`config.mk`:
```
export PLATFORM = sky130hd
export DESIGN_NAME = ccff_chain_loader
export DESIGN_NICKNAME = d
export VERILOG_FILES = /design/src/rtl/ccff_chain_loader.sv
export SDC_FILE = /design/constraint.sdc
export NUM_CORES = 1
export LEC_CHECK = 0
export CORE_ASPECT_RATIO = 1.75
export CORE_MARGIN = 5
export CORE_UTILIZATION = 25
export DETAILED_ROUTE_END_ITERATION = 7
export GPL_ROUTABILITY_DRIVEN = 0
export GPL_TIMING_DRIVEN = 0
export HOLD_SLACK_MARGIN = 0.12
export PLACE_DENSITY = 0.5
export SLEW_MARGIN = 20
export SYNTH_ARGS = -nofsm -noshare
export SYNTH_HDL_FRONTEND = slang
export SYNTH_SLANG_ARGS = --single-unit
```
`constraint.sdc`:
```
create_clock -name prog_clk -period 2.91 [get_ports prog_clk]
set_clock_uncertainty 0.05 [all_clocks]
set_input_delay 0.873 -clock prog_clk [delete_from_list [all_inputs] [get_ports prog_clk]]
set_output_delay 0.873 -clock prog_clk [all_outputs]
set_load 0.01 [all_outputs]
```
`src/rtl/ccff_chain_loader.sv`:
```
// Configuration-chain loader for the tile CCFF chain.
// It takes host words over a valid/ready handshake and shifts them LSB-first onto ccff_head.
// It holds config_enable high while a pass is active.
// In verify mode it re-streams the same bitstream and counts differences seen on ccff_tail.
module ccff_chain_loader #(
    parameter int unsigned CHAIN_LEN = 64,
    parameter int unsigned WORD_W    = 8,
    parameter int unsigned CNT_W     = 16
) (
    input  logic              prog_clk,
    input  logic              pReset_n,
    input  logic              start,
    input  logic              verify,
    input  logic              abort,
    input  logic [WORD_W-1:0] wr_data,
    input  logic              wr_valid,
    output logic              wr_ready,
    output logic              ccff_head,
    input  logic              ccff_tail,
    output logic              shift_en,
    output logic              config_enable,
    output logic              busy,
    output logic              done,
    output logic              aborted,
    output logic [CNT_W-1:0]  mismatch_cnt
);

    localparam int unsigned      BW        = $clog2(WORD_W + 1);
    localparam logic [BW-1:0]    WORD_BITS = BW'(WORD_W);
    localparam logic [CNT_W-1:0] LAST_BIT  = CNT_W'(CHAIN_LEN - 1);
    localparam logic [CNT_W-1:0] CNT_MAX   = '1;

    typedef enum logic [1:0] {
        IDLE  = 2'd0,
        FETCH = 2'd1,
        SHIFT = 2'd2,
        DONE  = 2'd3
    } state_t;

    state_t            state_q, state_d;
    logic              verify_mode_q, verify_mode_d;
    logic [CNT_W-1:0]  bits_sent_q, bits_sent_d;
    logic [BW-1:0]     bits_left_q, bits_left_d;
    logic [WORD_W-1:0] shreg_q, shreg_d;
    logic [CNT_W-1:0]  mismatch_d;
    logic              aborted_d;
    int unsigned       remaining;

    logic wr_ready_d, ccff_head_d, shift_en_d, config_enable_d, busy_d, done_d;

    // Next-state, datapath and next-output logic
    always_comb begin
        state_d       = state_q;
        verify_mode_d = verify_mode_q;
        bits_sent_d   = bits_sent_q;
        bits_left_d   = bits_left_q;
        shreg_d       = shreg_q;
        mismatch_d    = mismatch_cnt;
        aborted_d     = aborted;
        remaining     = CHAIN_LEN - 32'(bits_sent_q);

        if (abort && (state_q != IDLE)) begin
            // Abort wins over the handshake and any shift in the same cycle
            state_d   = IDLE;
            aborted_d = 1'b1;
        end else begin
            case (state_q)
                IDLE: begin
                    if (start) begin
                        state_d       = FETCH;
                        verify_mode_d = verify;
                        bits_sent_d   = '0;
                        bits_left_d   = '0;
                        mismatch_d    = '0;
                        aborted_d     = 1'b0;
                    end
                end
                FETCH: begin
                    if (wr_valid && wr_ready) begin
                        shreg_d     = wr_data;
                        bits_left_d = (remaining < WORD_W) ? BW'(remaining) : WORD_BITS;
                        state_d     = SHIFT;
                    end
                end
                SHIFT: begin
                    shreg_d     = shreg_q >> 1;
                    bits_sent_d = bits_sent_q + CNT_W'(1);
                    bits_left_d = bits_left_q - BW'(1);
                    if (verify_mode_q && (ccff_tail != ccff_head) && (mismatch_cnt != CNT_MAX)) begin
                        mismatch_d = mismatch_cnt + CNT_W'(1);
                    end
                    if (bits_left_q == BW'(1)) begin
                        state_d = (bits_sent_q == LAST_BIT) ? DONE : FETCH;
                    end
                end
                DONE: begin
                    state_d = IDLE;
                end
                default: begin
                    state_d = IDLE;
                end
            endcase
        end

        wr_ready_d      = (state_d == FETCH);
        shift_en_d      = (state_d == SHIFT);
        ccff_head_d     = (state_d == SHIFT) && shreg_d[0];
        busy_d          = (state_d == FETCH) || (state_d == SHIFT);
        config_enable_d = busy_d;
        done_d          = (state_d == DONE);
    end

    // State, datapath and registered outputs
    always_ff @(posedge prog_clk or negedge pReset_n) begin
        if (!pReset_n) begin
            state_q       <= IDLE;
            verify_mode_q <= 1'b0;
            bits_sent_q   <= '0;
            bits_left_q   <= '0;
            shreg_q       <= '0;
            mismatch_cnt  <= '0;
            aborted       <= 1'b0;
            wr_ready      <= 1'b0;
            ccff_head     <= 1'b0;
            shift_en      <= 1'b0;
            config_enable <= 1'b0;
            busy          <= 1'b0;
            done          <= 1'b0;
        end else begin
            state_q       <= state_d;
            verify_mode_q <= verify_mode_d;
            bits_sent_q   <= bits_sent_d;
            bits_left_q   <= bits_left_d;
            shreg_q       <= shreg_d;
            mismatch_cnt  <= mismatch_d;
            aborted       <= aborted_d;
            wr_ready      <= wr_ready_d;
            ccff_head     <= ccff_head_d;
            shift_en      <= shift_en_d;
            config_enable <= config_enable_d;
            busy          <= busy_d;
            done          <= done_d;
        end
    end

endmodule

```
**Word level (Yosys, flattened, before mapping)**

Cells that the tools add are included.

- Add/sub/neg operators: 4
- Multiply operators: 0
- Divide/modulo/power cells: 0
- Order comparisons: 1
- Equality and inequality tests: 13
- Shift operators: 0
- Mux-type cells: 20
- Bitwise logic cells: 1
- Reductions and logical operators: 19

Operators with widths:

| kind | count |
|---|---|
| case mux 16 bit (2 select lines) | 2 |
| adder 16 x 1 -> 16 bit (second input constant) | 2 |
| less-than comparator 32 x 4 -> 1 bit (second input constant) | 1 |
| two-way mux 16 bit | 2 |
| subtractor 7 x 16 -> 17 bit (first input constant) | 1 |
| equality test 16 x 6 -> 1 bit (second input constant) | 1 |
| != test 16 bit (second input constant) | 1 |
| case mux 8 bit (2 select lines) | 1 |
| two-way mux 4 bit | 3 |
| case mux 4 bit (3 select lines) | 1 |
| two-way mux 2 bit | 5 |
| nonzero test 2 bit | 5 |
| AND reduction 3 bit | 3 |
| equality test 2 bit (second input constant) | 4 |
| two-way mux 8 bit | 1 |
| case mux 2 bit (4 select lines) | 1 |
| AND reduction 4 bit | 2 |
| != test 2 bit (second input constant) | 3 |
| logical AND 1 bit | 5 |
| equality test 2 x 1 -> 1 bit (second input constant) | 2 |
| equality test 4 x 1 -> 1 bit (second input constant) | 1 |
| two-way mux 1 bit | 4 |
| subtractor 4 x 1 -> 4 bit (second input constant) | 1 |
| nonzero test 3 bit | 1 |
| other kinds (5) | 5 |

- Register bits after elaboration: 53
- Latch bits: 0
- Bits in writable memories: 0
- Memory bits (read-only): 0
- Input bits: 15
- Output and inout port bits: 23
- Logic and storage cells: 71
- Memories kept: 0

**Logic depth before layout (Yosys ltp)**

Gate-level depths: netlist (run 1).

- Depth after elaboration: 7
- Gate-level depth with buffers: 10
- Gate-level depth less buffers: 8

**Worst setup path before layout (run 1)**

OpenSTA, ideal clock, no wires.

- Path kind: input-to-reg
- From: input abort
- To: register mismatch_cnt[15]
- Library setup time: 0.078 ns
- Arrival time: 2.127 ns
- Path slack: 0.654 ns
- Stages on the path: 5
- Buffers on the path: 0
- Cell sequence: nor3b_4 > o211ai_2 > a21o_1 > or4_1 > a21oi_1

- Cells in the longest elaborated chain, start to end: 3

RTL lines:

| element | line | RTL |
|---|---|---|
| start, declared | 14 | `input logic abort,` |
| logical AND 1 bit | 62 | `if (abort && (state_q != IDLE)) begin` |
| inverter 1 bit (no source line) | n/a |  |
| AND reduction 4 bit (no source line) | n/a |  |
| end signal, assigned | 135 | `mismatch_cnt <= mismatch_d;` |
| end, declared | 25 | `output logic [CNT_W-1:0] mismatch_cnt` |

Every way passes these cells.
A chain may end at the register's enable or synchronous reset.

**Worst setup path in the final report (run 1)**

Ends and elaborated chain as after synthesis.

==> results of run 1 <==
power breakdown:
part           internal [mW]  total [mW]  switching [mW]
clock network          0.317       0.588           0.271
logic                  0.274       0.690           0.416
registers              0.837       0.913          0.0761
cells in the final DEF, fill, tap and decap left out, drive strengths merged, types with 6 or more instances in the layout:
cell           instances
ha                    12
or4                    9
nor2                  25
nand2                 33
buf                    9
dfrtp                 53
a21oi                 13
nor3                   7
o211ai                 6
or3                    9
clkbuf                12
o31ai                  7
o21ai                 15
xnor2                 14
clkdlybuf4s50         36
nand3                 15
inv                   20
a222oi                 6
final cells by class:
type                            count  area [um2]
Fill cell                        1251        7940
Multi-Input combinational cell    229        1490
Tap cell                          135         169
Sequential cell                    53        1330
Clock buffer                        6         129
Timing Repair Buffer               37         368
Buffer                             14        75.1
Inverter                           20        75.1
Clock inverter                      2        10.0
sequential cells by signal, indices dropped and copies added, names as in the netlist:
register       count
wr_ready           1
bits_left_q        4
busy               1
verify_mode_q      1
aborted            1
shift_en           1
done               1
mismatch_cnt      16
ccff_head          1
state_q            2
bits_sent_q       16
shreg_q            8
routing by layer:
layer  global-route usage [%]  share of wire (%)
met5                        0                  0
met4                     3.40                1.6
met3                     2.25                3.6
met2                     20.8                 55
met1                     11.9                 40
logic make-up after synthesis:
family	after synthesis	share of synthesized area, %
and+or+nand+nor	133	24.2
DFF	53	44.8
buffers and inverters	34	5.07
adders and majority gates	12	5.07
AOI/OAI and AO/OA	65	15.3
xor gates and xnor gates	19	5.62
through the flow:
stage               setup WS [ns]  hold WS, ns  area, um2
CTS                         0.115        0.439       3640
floorplan                   0.654        0.389       2960
global placement           -0.895        0.413       3500
global route               0.0185        0.469       3640
finish                      0.137        0.433       3640
detailed placement         -0.185        0.423       3500
worst paths after layout:
| kind | slack [ns] | startpoint | end |
|---|---|---|---|
| worst max-delay path | 0.14 | abort | mismatch_cnt[15]$_DFFE_PN0P_ |
| worst min-delay path | 0.43 | shreg_q[0]$_DFF_PN0_ | shreg_q[0]$_DFF_PN0_ |
| worst max register to register | 0.34 | state_q[1]$_DFF_PN0_ | mismatch_cnt[15]$_DFFE_PN0P_ |
| worst min register to register | 0.43 | shreg_q[0]$_DFF_PN0_ | shreg_q[0]$_DFF_PN0_ |
| max in group asynchronous | 1.77 | pReset_n | bits_sent_q[11]$_DFFE_PN0P_ |
| min in group asynchronous | 0.57 | pReset_n | bits_sent_q[2]$_DFFE_PN0P_ |
worst register-to-register path: cells and delay by family (launching register included):
kind	cells	cell delay [ns]
compound gates	3	0.70
fa+ha+maj	1	0.18
buf+inv	2	0.26
flops	1	0.48
simple gates	2	0.82
==> results.tsv, run 1 <==
metric	value	unit
critPathRequiredTime	3.07	ns
nets	387	
drv_cap	0	
postLayoutCoreUtil	31.4	%
startpoint_type	input pin	
grtUsageTotal	10.9	%
tns	0	ns
cp.depth	6	
avgSynthCellArea	9.37	um2
synth_edf_count	0	
maxSlewViolCount	0	
wl_per_cell	14.9	um
p_total	2.19	mW
worst_pin_slew	0.752	ns
p_per_area	602	mW/mm2
critPathKind	input pin to register	
synth_cells	316	
overflow	0	
min_path_type	register to register	
relSlewSlack	49.5	%
crit_slowest_cell	clkdlybuf4s50_1	
hold_viol_final	0	
dp.cells	488	
ys_ff_latch	53	
initial_core_util	25.6	%
coreArea	0.0116	mm2
vias	2532	
leakage	1.53	nW
dr.pass1.iters	5	
rsz0062_at_grt	no	
yosys_warnings	0	
wl	7410	um
ctsHtreeMaxLevel	2	
synth_top_area_share	44.8	%
clock_latency	0.29	ns
layout-drive-gt1-share	5.82	%
drt-initial-drc-count	76	
min_period_over_period	95.3	%
holdPathStages	1	
die_y	154	um
fp-row-count	52	
ys.flop_type	dfrtp_1	
crit_family	simple AND/OR/NAND/NOR gates	
status	complete, no violations	
fmax	361	MHz
clock-sinks	53	
ys_top_cells_by_count	53 x dfrtp_1, 33 x nand2_1, 25 x nor2_1	
die_area	0.0142	mm2
routed_via_density	5.10	
cts_inserted_buffers	5	
cts_hold_buf	0	
synth_nets	343	
syn2layout_area_growth	22.8	%
diodes	0	
cp-end-kind	register	
fin_crit	2.77	ns
grt_pass1_vias	2640	
grt_max_degree	54	
path_buf_inv	1	
peakVddDrop	0.302	mV
synth.yosys.seq_area_share	44.8	%
ant_nets	0	
ios	38	
dp_hpwl	5560	um
fp.dieW	92.3	um
post_cts_buffers	0	
synth_top_area_cell	dfrtp_1	
clk_root_buffer_cell	clkbuf_16	
crit_path_cell_trace	clkdlybuf4s50_1 -> nor3b_4 -> o211ai_2 -> a21o_1 -> or4_1 -> a21oi_1	
cts_tree	built	
instances_no_fill	496	
grt_pass1_wl	12700	um
synth-async-reset-ratio	100	%
synth.distinct_cells	48	
critPathMaxStageDelay	0.52	ns
arrival	2.93	ns
antenna_found_initial	0	
yosysMostFrequentCell	dfrtp_1	
io_buffers	37	
path_max_fanout	9	
clk_pin_slew_worst_paths	0.07	ns
cts_buffer_depth	2	
post-route-drc-count	0	
rr_worst_depth	8	
setup_violations	0	
syn_area	0.00296	mm2
synth.area.top_cells	dfrtp_1 45%, ha_1 5.1%, nand2_1 4.2%, xnor2_1 4.1%, nor2_1 3.2%	
cts_resized	0	
Power figures use the tool's default switching activity.
==> run 2, diff against run 1 <==
--- a/config.mk
+++ b/config.mk
@@ -7,13 +7,13 @@
 export LEC_CHECK = 0
 export CORE_ASPECT_RATIO = 1.75
 export CORE_MARGIN = 5
-export CORE_UTILIZATION = 25
+export CORE_UTILIZATION = 35
 export DETAILED_ROUTE_END_ITERATION = 7
 export GPL_ROUTABILITY_DRIVEN = 0
 export GPL_TIMING_DRIVEN = 0
 export HOLD_SLACK_MARGIN = 0.12
-export PLACE_DENSITY = 0.5
-export SLEW_MARGIN = 20
+export PLACE_DENSITY = 0.63
+export SLEW_MARGIN = 10
 export SYNTH_ARGS = -nofsm -noshare
 export SYNTH_HDL_FRONTEND = slang
 export SYNTH_SLANG_ARGS = --single-unit
==> run 2 against run 1 <==
Combinational power shrank 1%. Core utilization up 13 points. Die area fell by 26%. Worst setup slack better by 0.0055 ns. Clock power rose by 29%. Hold slack better by 0.0090 ns. Fmax increased by 0.20%. Count of clock-buffer cells in the layout shrank 1. Non-clock buffer count grew 1. Critical endpoint unchanged. Largest power group unchanged.
==> results.tsv, run 2 (synthesis gave the netlist of run 1 again) <==
metric	value	unit	change
antenna_found_initial	0		unchanged
io_buffers	37		unchanged
maxSlewViolCount	0		unchanged
p_switching	0.745	mW	was 0.764 mW
clk_pin_slew_worst_paths	0.07	ns	about the same
wl	6940	um	was 7410 um
ant_nets	0		unchanged
fp-row-count	44		was 52
initial_core_util	35.6	%	was 25.6%
fp.dieW	79.5	um	was 92.3 um
fmax	361	MHz	about the same
fin_crit	2.77	ns	about the same
path_buf_inv	1		unchanged
place_ws	-0.174	ns	was -0.185 ns
dp_hpwl	5340	um	was 5560 um
r2r-start	bits_sent_q[11]$_DFFE_PN0P_		was state_q[1]$_DFF_PN0_
clk_root_buffer_cell	clkbuf_16		unchanged
p_total	2.35	mW	was 2.19 mW
critPathRequiredTime	3.07	ns	about the same
peakVddDrop	0.313	mV	was 0.302 mV
layout_commonest_cell	dfrtp_1		unchanged
hold_start	shreg_q[6]$_DFFE_PN0P_		was shreg_q[0]$_DFF_PN0_
relSlewSlack	54.5	%	was 49.5%
cts_resized	0		unchanged
clock_latency	0.29	ns	about the same
coreArea	0.00831	mm2	was 0.0116 mm2
rr_worst_depth	7		was 8
dp.cells	469		was 488
layout_setup_ws	0.143	ns	was 0.137 ns
worst_pin_slew	0.677	ns	was 0.752 ns
ios	38		unchanged
nets	388		was 387
cts_inserted_buffers	5		unchanged
instances_no_fill	477		was 496
switching_share	31.7	%	was 34.9%
layout-drive-gt1-share	6.35	%	was 5.82%
wl_per_cell	14.6	um	was 14.9 um
reg_top3	bits_sent_q: 16 flops, mismatch_cnt: 16 flops, shreg_q: 8 flops		unchanged
p_clk_share	32.3	%	was 26.8%
leakage	1.56	nW	was 1.53 nW
cts_tree	built		unchanged
cts_hold_buf	0		unchanged
grt_max_degree	30		was 54
grt_pass1_wl	12000	um	was 12700 um
crit_path_cell_trace	clkdlybuf4s50_1 -> nor3b_4 -> o211ai_2 -> a21o_1 -> or4_1 -> a21oi_1		unchanged
hold_viol_final	0		unchanged
critPathMaxStageDelay	0.52	ns	about the same
crit_family	simple AND/OR/NAND/NOR gates		unchanged
post_cts_buffers	0		unchanged
clock-sinks	53		unchanged
critPathKind	input pin to register		unchanged
post-route-drc-count	0		unchanged
vias	2524		was 2532
min_period_over_period	95.1	%	was 95.3%
die_area	0.0105	mm2	was 0.0142 mm2
status	complete, no violations		unchanged
die_y	132	um	was 154 um
path_max_fanout	9		unchanged
power_frac_seq	38.8	%	was 41.6%
dr.pass1.iters	4		was 5
p_int	1.60	mW	was 1.43 mW
drv_cap	0		unchanged
layout_common_cells	53 x dfrtp_1, 36 x clkdlybuf4s50_1, 33 x nand2_1		unchanged
p_per_area	638	mW/mm2	was 602 mW/mm2
regToRegSetupSlack	0.29	ns	was 0.34 ns
overflow	0		unchanged
min_path_type	register to register		unchanged
grtUsageTotal	13.9	%	was 10.9%
setup_violations	0		unchanged
routed_via_density	5.29		was 5.10
drt-initial-drc-count	91		was 76
diodes	0		unchanged
fillers	824		was 1251
rsz0062_at_grt	no		unchanged
grt_pass1_vias	2534		was 2640
r2r-end	ccff_head$_DFF_PN0_		was mismatch_cnt[15]$_DFFE_PN0P_
holdPathStages	2		was 1
startpoint_type	input pin		unchanged
crit_slowest_cell	clkdlybuf4s50_1		unchanged
cts_buffer_depth	2		unchanged
comb_power_share	29.0	%	was 31.5%
ctsHtreeMaxLevel	2		unchanged
syn2layout_area_growth	24.3	%	was 22.8%
hold_end	shreg_q[5]$_DFFE_PN0P_		was shreg_q[0]$_DFF_PN0_
arrival	2.93	ns	about the same
cp-end-kind	register		unchanged
==> run 2: worst max path at each step <==
stage / startpoint / end / slack, ns / cells past startpoint
floorplan: abort / mismatch_cnt[15]$_DFFE_PN0P_ / 0.65 / 5
global route: abort / mismatch_cnt[11]$_DFFE_PN0P_ / 0.01 / 6
detailed placement: abort / mismatch_cnt[15]$_DFFE_PN0P_ / -0.17 / 6
finish: abort / mismatch_cnt[15]$_DFFE_PN0P_ / 0.14 / 6
CTS: abort / mismatch_cnt[15]$_DFFE_PN0P_ / 0.13 / 6
global placement: pReset_n / done$_DFF_PN0_ / -0.76 / 1
==> run 2: layout make-up <==
type	count	area (um2)	area share, %
plain buffers	14	75.1	2.04
clock buffers	5	125	3.40
clock inverters	3	65.1	1.77
inverters	20	75.1	2.04
multi-input cells	229	1490	40.3
flip-flops and latches	53	1330	36.0
well taps	115	144	3.91
repair buffers	38	385	10.5
==> run 2: through the flow <==
step | hold WS [ns] | cell area, um2 | utilization, % | TNS, ns
after detailed placement | 0.431 | 3490 | 42.0 | -1.02
after CTS | 0.451 | 3680 | 44.3 | 0
final | 0.442 | 3680 | 44.3 | 0
after floorplan | 0.389 | 2960 | - | 0
after global routing | 0.469 | 3680 | 44.3 | 0
after global placement | 0.421 | 3480 | 41.8 | -41.14
==> run 2: worst reg2reg max path, cell delays in order, from the launching register on <==
cell,delay (ns)
dfrtp_1,0.45
or4_1,0.55
nor3_1,0.20
nor4b_1,0.53
o2bb2ai_1,0.22
a22o_1,0.25
ha_1,0.17
and2_1,0.12
==> run 2: routing by layer <==
layer | GRT usage, % | part of all wire [%] | up-vias | wire (um)
met3 | 2.88 | 4.2 | 4 | 293
met2 | 25.8 | 55 | 49 | 3790
met5 | 0 | 0 | - | 0
li1 | - | - | 1231 | -
met1 | 15.3 | 40 | 1240 | 2780
met4 | 4.49 | 1.1 | 0 | 78
==> run 2: power by group through the flow <==
stage | combinational, mW | clock [mW] | sequential [mW]
floorplan | 0.448 | 0 | 0.918
global placement | 0.676 | 0 | 0.922
detailed placement | 0.687 | 0 | 0.925
CTS | 0.692 | 0.779 | 0.911
global route | 0.765 | 0.806 | 0.927
finish | 0.680 | 0.757 | 0.911
